**config.mk**
```make
export PLATFORM = sky130hd
export DESIGN_NAME = block_row_ctrl
export DESIGN_NICKNAME = d
export VERILOG_FILES = /design/src/rtl/block_row_ctrl.sv
export SDC_FILE = /design/constraint.sdc
export NUM_CORES = 1
export LEC_CHECK = 0
export BUFFER_PORTS_ARGS = -buffer_cell sky130_fd_sc_hd__buf_2
export CAP_MARGIN = 20
export CORE_MARGIN = 5
export CORE_UTILIZATION = 43
export CTS_CLUSTER_SIZE = 30
export DETAILED_ROUTE_END_ITERATION = 12
export HOLD_SLACK_MARGIN = 0.12
export REMOVE_ABC_BUFFERS = 1
export SYNTH_ARGS = -nofsm -noshare
export SYNTH_HDL_FRONTEND = slang
export SYNTH_SLANG_ARGS = --single-unit
```
**constraint.sdc**
```tcl
create_clock -name Clk -period 3.95 [get_ports Clk]
set_clock_uncertainty 0.05 [all_clocks]
set_input_delay 0.1975 -clock Clk [delete_from_list [all_inputs] [get_ports Clk]]
set_output_delay 0.1975 -clock Clk [all_outputs]
set_load 0.01 [all_outputs]
```
**src/rtl/block_row_ctrl.sv**
```systemverilog
// Controller for a horizontal row of brick blocks: per-pixel draw with bump offset,
// Mario-vs-row collision classification and multi-hit breaking, all advanced on a synced frame tick.
module block_row_ctrl #(
    parameter int NUM_BLOCKS    = 4,
    parameter int BLOCK_SIZE    = 32,
    parameter int MARIO_SIZE    = 32,
    parameter int HITS_TO_BREAK = 1,
    parameter int BUMP_FRAMES   = 8,
    parameter int BUMP_HEIGHT   = 4,
    parameter int HEAD_WINDOW   = 8,
    parameter int LAND_WINDOW   = 4,
    localparam int IDX_W        = (NUM_BLOCKS > 1) ? $clog2(NUM_BLOCKS) : 1
) (
    input  logic                  Clk,
    input  logic                  Reset,
    input  logic                  frame_clk,
    input  logic [9:0]            DrawX,
    input  logic [9:0]            DrawY,
    input  logic [9:0]            RowX,
    input  logic [9:0]            RowY,
    input  logic [9:0]            MarioX,
    input  logic [9:0]            MarioY,
    input  logic                  Mario_Rising,
    output logic                  Is_Block,
    output logic [IDX_W-1:0]      Draw_Index,
    output logic [2:0]            Mario_Collision,
    output logic                  Hit_Pulse,
    output logic [IDX_W-1:0]      Hit_Index,
    output logic                  Break_Pulse,
    output logic [NUM_BLOCKS-1:0] Broken_Mask
);

    localparam int SHIFT  = $clog2(BLOCK_SIZE);
    localparam int BUMP_W = (BUMP_FRAMES > 1) ? $clog2(BUMP_FRAMES + 1) : 1;

    // One spare bit beyond the 11-bit range keeps MarioX+MARIO_SIZE from wrapping near the screen edge.
    typedef logic signed [11:0] pos_t;

    localparam pos_t ROW_W  = pos_t'(NUM_BLOCKS * BLOCK_SIZE);
    localparam pos_t BS_P   = pos_t'(BLOCK_SIZE);
    localparam pos_t MS_P   = pos_t'(MARIO_SIZE);
    localparam pos_t HALF_M = pos_t'(MARIO_SIZE / 2);
    localparam pos_t HW_P   = pos_t'(HEAD_WINDOW);
    localparam pos_t LW_P   = pos_t'(LAND_WINDOW);
    localparam pos_t BH_P   = pos_t'(BUMP_HEIGHT);
    localparam logic [2:0]        HITS_LIM  = 3'(HITS_TO_BREAK);
    localparam logic [BUMP_W-1:0] BUMP_LOAD = BUMP_W'(BUMP_FRAMES);

    function automatic pos_t to_pos(input logic [9:0] v);
        return pos_t'({2'b00, v});
    endfunction

    function automatic logic in_row(input pos_t x, input pos_t row_x);
        pos_t rel;
        rel = x - row_x;
        return (rel >= 12'sd0) && (rel < ROW_W);
    endfunction

    function automatic logic [IDX_W-1:0] idx_of(input pos_t x, input pos_t row_x);
        pos_t rel;
        rel = x - row_x;
        return IDX_W'(rel >>> SHIFT);
    endfunction

    logic [2:0]            sync_r;
    logic                  tick_r;
    logic [2:0]            coll_r;
    logic                  hit_pulse_r;
    logic [IDX_W-1:0]      hit_idx_r;
    logic                  break_pulse_r;
    logic [NUM_BLOCKS-1:0] broken_r;
    logic [2:0]            hit_cnt_r [NUM_BLOCKS];
    logic [BUMP_W-1:0]     bump_cnt_r;
    logic [IDX_W-1:0]      bump_idx_r;

    pos_t mx_s, my_s, rx_s, ry_s, dx_s, dy_s, cx_s, xr_s;
    assign mx_s = to_pos(MarioX);
    assign my_s = to_pos(MarioY);
    assign rx_s = to_pos(RowX);
    assign ry_s = to_pos(RowY);
    assign dx_s = to_pos(DrawX);
    assign dy_s = to_pos(DrawY);
    assign cx_s = mx_s + HALF_M;
    assign xr_s = mx_s + MS_P - 12'sd1;

    logic             c_valid_s, r_valid_s, l_valid_s, d_valid_s;
    logic [IDX_W-1:0] c_idx_s, r_idx_s, l_idx_s, d_idx_s;
    assign c_valid_s = in_row(cx_s, rx_s);
    assign c_idx_s   = idx_of(cx_s, rx_s);
    assign r_valid_s = in_row(xr_s, rx_s);
    assign r_idx_s   = idx_of(xr_s, rx_s);
    assign l_valid_s = in_row(mx_s, rx_s);
    assign l_idx_s   = idx_of(mx_s, rx_s);
    assign d_valid_s = in_row(dx_s, rx_s);
    assign d_idx_s   = idx_of(dx_s, rx_s);

    logic c_open_s, head_s, top_s, overlap_s, left_s, right_s;
    assign c_open_s  = c_valid_s && !broken_r[c_idx_s];
    assign head_s    = c_open_s && Mario_Rising && (my_s > ry_s + BS_P - HW_P) && (my_s <= ry_s + BS_P);
    assign top_s     = c_open_s && !Mario_Rising && (my_s + MS_P >= ry_s - LW_P) && (my_s + MS_P <= ry_s);
    assign overlap_s = (my_s + MS_P > ry_s) && (my_s < ry_s + BS_P);
    assign left_s    = overlap_s && r_valid_s && !broken_r[r_idx_s] && (!c_valid_s || (r_idx_s != c_idx_s));
    assign right_s   = overlap_s && l_valid_s && !broken_r[l_idx_s] && (!c_valid_s || (l_idx_s != c_idx_s));

    logic [2:0] coll_s;
    logic       accept_s, break_s;

    // Collision priority: head > top > Mario-left-of-block > Mario-right-of-block.
    always_comb begin
        coll_s = 3'd0;
        if (head_s) begin
            coll_s = 3'd2;
        end else if (top_s) begin
            coll_s = 3'd4;
        end else if (left_s) begin
            coll_s = 3'd3;
        end else if (right_s) begin
            coll_s = 3'd1;
        end else begin
            coll_s = 3'd0;
        end
    end

    assign accept_s = tick_r && (coll_s == 3'd2) && (bump_cnt_r == {BUMP_W{1'b0}});
    assign break_s  = accept_s && ((hit_cnt_r[c_idx_s] + 3'd1) == HITS_LIM);

    pos_t draw_top_s;
    logic draw_hit_s;

    // Pixel ownership; the bumping block is drawn raised by BUMP_HEIGHT.
    always_comb begin
        draw_top_s = ry_s;
        if ((bump_cnt_r != {BUMP_W{1'b0}}) && (bump_idx_r == d_idx_s)) begin
            draw_top_s = ry_s - BH_P;
        end else begin
            draw_top_s = ry_s;
        end
        draw_hit_s = d_valid_s && !broken_r[d_idx_s] && (dy_s >= draw_top_s) && (dy_s < draw_top_s + BS_P);
    end

    assign Is_Block        = draw_hit_s;
    assign Draw_Index      = draw_hit_s ? d_idx_s : {IDX_W{1'b0}};
    assign Mario_Collision = coll_r;
    assign Hit_Pulse       = hit_pulse_r;
    assign Hit_Index       = hit_idx_r;
    assign Break_Pulse     = break_pulse_r;
    assign Broken_Mask     = broken_r;

    // frame_clk two-flop synchroniser plus registered rising-edge detect.
    always_ff @(posedge Clk or posedge Reset) begin
        if (Reset) begin
            sync_r <= 3'b000;
            tick_r <= 1'b0;
        end else begin
            sync_r <= {sync_r[1:0], frame_clk};
            tick_r <= sync_r[1] & ~sync_r[2];
        end
    end

    // Per-frame state: collision code, hit counters, shared bump counter, broken mask and pulses.
    always_ff @(posedge Clk or posedge Reset) begin
        if (Reset) begin
            coll_r        <= 3'd0;
            hit_pulse_r   <= 1'b0;
            hit_idx_r     <= {IDX_W{1'b0}};
            break_pulse_r <= 1'b0;
            broken_r      <= {NUM_BLOCKS{1'b0}};
            bump_cnt_r    <= {BUMP_W{1'b0}};
            bump_idx_r    <= {IDX_W{1'b0}};
            for (int i = 0; i < NUM_BLOCKS; i++) begin
                hit_cnt_r[i] <= 3'd0;
            end
        end else begin
            hit_pulse_r   <= accept_s;
            break_pulse_r <= break_s;
            hit_idx_r     <= accept_s ? c_idx_s : {IDX_W{1'b0}};
            if (tick_r) begin
                coll_r <= coll_s;
                if (accept_s && !break_s) begin
                    bump_cnt_r <= BUMP_LOAD;
                    bump_idx_r <= c_idx_s;
                end else if (bump_cnt_r != {BUMP_W{1'b0}}) begin
                    bump_cnt_r <= bump_cnt_r - {{(BUMP_W-1){1'b0}}, 1'b1};
                end
            end
            if (accept_s) begin
                hit_cnt_r[c_idx_s] <= hit_cnt_r[c_idx_s] + 3'd1;
                if (break_s) begin
                    broken_r[c_idx_s] <= 1'b1;
                end
            end
        end
    end

endmodule

```
==> run metrics, run 1 <==
failing checks setup timing; Final ANT Viol Nets 0; CP Data Required Time approximately 3.7 ns; Initial Util a little over two fifths; placed cell areas just over 6000 um^2; crit start category input port; largest net degree at the start of global routing 34; vias in the first global route between 4000 and 5000; Synth Cell Area roughly 5200 um^2; Worst slew margin between 40% and 50%; RSZ-0062 raised after global routing yes; vias post-DR approximately 5000; Max Clk Rate around 250 MHz; GPL Wtd Cong 0.915; Ant. Diodes 0; Least-Margin Pin Slew approximately 0.76 ns; Clock Path Buffers 2; routed wire length about 14 mm; Post-synth EDFFs 0; Synth async-reset ratio 100%; die area between 10000 and 15000 um^2; Residual DRC 0; Hold Vio Cnt, Final 0; First-pass DRT Iterations 5; Placed Cells 871; final cycle utilization of the critical path 102%; area of the multi-input gates approximately 4300 um^2; total power 1.79 mW; Max Cap Viol 0; PortBufs 77; non-filler cells, final about 900; Finished Cell Area between 6000 and 7000 um^2; P_leak approximately 3.4 nW; outcome complete, but fails checks; First DRT Iteration DRCs roughly 230; Sum Neg Setup Slack -0.137 ns; Setup-failing EPs final 3; area leader, netlist ha_1; Ports 78; worst-path maximum fanout 5; total gr overflow 0; CTS buffer count 5; worst min-delay path class reg2reg; Rows 40; die height 120 um; area grow syn2layout 30.1%; Root Buffer Master clkbuf_16; GR Util All Layers around a fifth; CTS clk-pin slew, worst paths roughly 0.05 ns; Avg Inst Size Synth 8.58 um^2; vias per inst 5.51; worst vdd ir 0.344 mV; Synth area leaders ha_1, dfrtp_1, xnor2_1; clock latency on the worst-skew pair ~0.27 ns; initial antenna violation count 0; Core Area 11900 um^2; count of cell types in the netlist 75; Seq cells post-synth 33; PD cells between 200 and 300 nW/um^2; warnings from Yosys 0; wire per inst between 15 and 20 um; CP Class in2out; post-synthesis sequential area ratio 16.0%; Final Core Density between 50% and 60%; cell count after synthesis between 600 and 700; Crit. End Element output port; min Tclk post-route roughly 4 ns; max-slew violations 0; FF/Latch Area roughly 830 um^2; H-tree depth 2; layout cells sized above 1 31.9%; Filler cells 1074; final worst slack -0.0697 ns; clock sink total 33; # nets final a little over 900; post-synth top area share roughly 23%; first-pass GRT wire length between 20 and 25 mm; Main synth FF type dfrtp_1; Die Wd roughly 120 um; DP Wirelength ~12 mm; CTS tree yes; Worst EP arrival 3.77 ns
==> power breakdown <==
part	total, mW	switching [mW]	internal (mW)	leakage (nW)
registers	0.381	0.0177	0.363	0.438
clock network	0.443	0.129	0.314	0.0841
logic	0.964	0.514	0.450	2.84
==> cell type report <==
cell class	count	area share (%)
Sequential cell	33	12.3
Multi-Input combinational cell	490	64.7
Timing Repair Buffer	148	14.1
Clock buffer	7	2.13
Tap cell	147	2.74
Inverter	64	3.62
Clock inverter	1	0.448
==> state kept, by name, summed over array words and instances, names as in the netlist <==
register	cells
Break_Pulse	1
Broken_Mask	4
Hit_Index	2
Hit_Pulse	1
Mario_Collision	3
bump_cnt_r	4
bump_idx_r	2
hit_cnt_r	12
sync_r	3
tick_r	1
==> kinds of logic (layout without fill, tap and decap cells) <==
| kind of cell | count (synthesis) | count (layout) | synth area share, % |
|---|---|---|---|
| simple gates | 166 | 166 | 17.2 |
| compound gates | 154 | 154 | 20.9 |
| fa+ha+maj | 100 | 100 | 25.3 |
| buf+inv | 78 | 220 | 6.50 |
| xor+xnor | 47 | 47 | 8.13 |
| flops | 33 | 33 | 16.0 |
| mux | 23 | 23 | 5.99 |
==> layout by cell type (no fill, tap or decap), types with 14 or more instances in the layout <==
cell type  count
xnor2_1       32
o21ai_0       20
a21o_1        14
nand2_1       29
buf_2         74
ha_1          87
nor2_1        31
inv_1         55
nand3_1       18
buf_4         68
a21oi_1       30
dfrtp_1       33
==> worst max-delay path: stages <==
cell	delay [ns]
buf_6	0.10
inv_4	0.06
ha_4	0.19
nor2b_4	0.12
o31a_1	0.35
buf_4	0.19
o32ai_4	0.11
nor3_2	0.09
buf_4	0.15
nor3_4	0.26
xnor2_1	0.12
ha_1	0.33
o21ai_2	0.07
a31oi_1	0.16
o21ai_1	0.10
a211oi_2	0.27
o32ai_2	0.13
a2111o_1	0.48
nor3_2	0.16
buf_2	0.15
==> cell usage after synthesis, types with 11 or more instances <==
master and instances:
nand2_1 31, nand2b_1 11, a21oi_1 32, nor3_1 15
ha_1 93, dfrtp_1 33, xnor2_1 37, inv_1 63
nor2_1 32, nor2b_1 12, a21o_1 14, o21ai_0 26
mux2i_1 11, nand3_1 21
==> what timing repair did <==
action,in CTS,in global routing
resized for setup,41,38
setup endpoints to repair,3,3
pin swaps,13,35
hold buffers,2,0
hold endpoints to repair,34,0
setup buffers,3,7
==> metrics by stage <==
stage / hold slack [ns] / setup WS, ns
floorplan: 0.179 / 0.233
global placement: 0.247 / -0.0537
detailed placement: 0.257 / -0.169
CTS: 0.298 / 0.00208
global route: 0.305 / -0.236
finish: 0.296 / -0.0697
==> worst paths after layout <==
check                               startpoint              to  slack (ns)  cells after the start
worst max-delay path                   RowX[1]   Draw_Index[0]       -0.07                     20
min in group asynchronous                Reset    hit_cnt_r[5]        0.50                      4
worst min-delay path                 sync_r[0]       sync_r[1]        0.30                      0
max in group asynchronous                Reset  Broken_Mask[2]        3.07                      4
worst max register to register  Broken_Mask[2]    hit_cnt_r[8]        1.68                      8
worst min register to register       sync_r[0]       sync_r[1]        0.30                      0
==> per-layer routing <==
layer  part of all wire (%)  routed length [um]  GRT usage, %
met1                     48                6770          27.7
met2                     47                6560          31.6
met3                    3.9                 550          2.36
met4                    1.1                 155          3.36
met5                      0                   0             0
Power figures use the tool's default switching activity.
==> inputs of run 2 (changes only) <==
--- a/config.mk
+++ b/config.mk
@@ -5,7 +5,7 @@
 export SDC_FILE = /design/constraint.sdc
 export NUM_CORES = 1
 export LEC_CHECK = 0
-export BUFFER_PORTS_ARGS = -buffer_cell sky130_fd_sc_hd__buf_2
+export BUFFER_PORTS_ARGS = -buffer_cell sky130_fd_sc_hd__buf_4
 export CAP_MARGIN = 20
 export CORE_MARGIN = 5
 export CORE_UTILIZATION = 43
==> run metrics, run 2 (same netlist as run 1, synthesis figures left out) <==
outcome complete, but fails checks; failing checks setup timing; Core Area 11900 um^2 (unchanged); Residual DRC 0 (unchanged); wire per inst 16.3 um (+3.4%); Initial Util 43.5% (unchanged); vias per inst 5.54 (+0.57%); area of the multi-input gates 4320 um^2 (-0.49%); largest reg by FF count hit_cnt_r; total gr overflow 0 (unchanged); PD cells 257 nW/um^2 (-3.5%); FF-to-FF path depth 8 (unchanged); max FFs per register 12 (unchanged); Max Cap Viol 0 (unchanged); Filler cells 1082 (+0.74%); Reg2Reg Setup Slack 1.66 ns (-0.02 ns); RSZ-0062 raised after global routing yes; First-pass DRT Iterations 4 (-1); Final Core Density 57.3% (+0.73 points); Die Wd 120 um (unchanged); largest net degree at the start of global routing 34 (unchanged); FF/Latch Area 826 um^2 (unchanged); Setup-failing EPs final 3 (unchanged); First DRT Iteration DRCs 260 (+14%); Ports 78 (unchanged); Root Buffer Master clkbuf_16; CP Data Required Time 3.70 ns (about the same); CP Class in2out; most frequent cells in the layout buf_4, ha_1, inv_1, xnor2_1, dfrtp_1; Fin Hold WS 0.304 ns (+0.00783 ns); crit path from RowX[6]; clock network fraction of design power 21.2% (-3.6 points); Max Clk Rate 247 MHz (-0.79%); reg-to-reg startpoint Broken_Mask[2]; clock latency on the worst-skew pair 0.28 ns (about the same); PortBufs 77 (unchanged); startpoint of the worst hold path sync_r[0]; H-tree depth 2 (unchanged); part of the power in registers 21.8% (+0.5 points); vias post-DR 4907 (+0.12%); worst min-delay path class reg2reg; clock sink total 33 (unchanged); reg2reg end hit_cnt_r[11]; Worst EP arrival 3.80 ns (+0.03 ns); DP Wirelength 11.6 mm (+0.78%); first-pass GRT wire length 23.1 mm (+0.27%); cell-internal power 1.07 mW (-5.2%); layout cells sized above 1 29.9% (-2.0 points); max-slew violations 0 (unchanged); P_leak 3.37 nW (+0.31%); Hold Vio Cnt, Final 0 (unchanged); Least-Margin Pin Slew 0.719 ns (-0.0437 ns); CTS buffer count 5 (unchanged); GPL Wtd Cong 0.931 (+1.7%); die height 120 um (unchanged); Rows 40 (unchanged); final cycle utilization of the critical path 103% (+0.81 points); initial antenna violation count 0 (unchanged); area grow syn2layout 31.8%; crit start category input port; NetSw 0.679 mW (+2.8%); GR Util All Layers 19.4% (+0.092 points); min Tclk post-route 4.05 ns (+0.0319 ns); Combinational Power Share 56.9% (+3.0 points); worst-path maximum fanout 4 (-1); # nets final 902 (-0.44%); final worst slack -0.102 ns (-0.0319 ns); vias in the first global route 4738 (+0.85%); Switching Fraction 38.9% (+1.9 points); Hold Path Sink sync_r[1]; Worst Hold Depth 0 (unchanged); CTS tree yes; worst vdd ir 0.289 mV (-16%); most common cell after layout, fill and taps aside buf_4; routed wire length 14.4 mm (+3.0%); Crit. End Element output port; Ant. Diodes 0 (unchanged); Worst slew margin 51.5% (+2.9 points); Final ANT Viol Nets 0 (unchanged); die area 14300 um^2 (unchanged); CTS clk-pin slew, worst paths 0.05 ns (about the same); Clock Path Buffers 2 (unchanged)
run 2: cell types whose count changed in the layout (fill, tap and decap cells not counted), sizes merged:
| cell | change |
|---|---|
| clkinv | +2 |
| buf | -4 |
| clkbuf | -2 |
| bufinv | -1 |
| clkinvlp | +1 |
run 2: per-stage QoR:
stage	area [um^2]	total power, mW	std cells	TNS [ns]	setup slack [ns]
final	6800	1.75	886	-0.251	-0.102
after global routing	6800	1.88	886	-0.712	-0.247
after CTS	6610	1.68	881	0	0.00140
after detailed placement	6230	1.22	865	-0.429	-0.166
after global placement	6230	1.20	865	-0.199	-0.0908
after floorplan	5060	0.930	587	0	0.233
run 2: final cells by class:
class                   instances  area share, %
clock buffers                   5           1.84
flip-flops and latches         33           12.2
repair buffers                144           16.0
clock inverters                 3          0.258
well taps                     147           2.71
inverters                      64           3.54
multi-input cells             490           63.5
run 2: layer usage:
| layer | track usage (%) | vias up | share of wire [%] |
|---|---|---|---|
| li1 | - | 2449 | - |
| met1 | 27.9 | 2329 | 48 |
| met2 | 31.8 | 117 | 47 |
| met3 | 2.17 | 12 | 4.1 |
| met4 | 3.51 | 0 | 0.98 |
| met5 | 0 | - | 0 |
run 2: worst max-delay path by stage:
| stage | slack [ns] | endpoint | cells after the start |
|---|---|---|---|
| 2_1_floorplan | 0.23 | Draw_Index[0] | 16 |
| 3_3_place_gp | -0.09 | Draw_Index[0] | 19 |
| 3_5_place_dp | -0.17 | Draw_Index[0] | 19 |
| 4_1_cts | 0.001 | Draw_Index[0] | 18 |
| 5_1_grt | -0.25 | Draw_Index[0] | 20 |
| 6_report | -0.10 | Draw_Index[0] | 18 |
run 2: worst max-delay path, cell delays in order:
cell and delay [ns]:
buf_4 0.11, inv_1 0.10, ha_1 0.27, or4_4 0.56
o32a_1 0.25, a21oi_4 0.21, nor3_2 0.06, buf_4 0.16
xnor2_1 0.12, ha_1 0.31, o21ai_2 0.06, a31oi_1 0.16
o21ai_1 0.09, a211oi_2 0.29, o32ai_2 0.13, a2111o_1 0.44
nor3_2 0.14, buf_4 0.15
run 2: what timing repair did:
action,in CTS,in global routing
hold endpoints to repair,34,0
pin swaps,28,17
cloned,0,0
setup endpoints to repair,3,3
hold buffers,2,0
setup buffers,6,5
resized for setup,42,20
run 2: power groups by stage:
stage          clock network, mW  registers (mW)  logic [mW]
2_1_floorplan                  0           0.382       0.547
3_3_place_gp                   0           0.386       0.818
3_5_place_dp                   0           0.386       0.836
4_1_cts                    0.378           0.381       0.926
5_1_grt                    0.403           0.383        1.10
6_report                   0.371           0.382       0.995
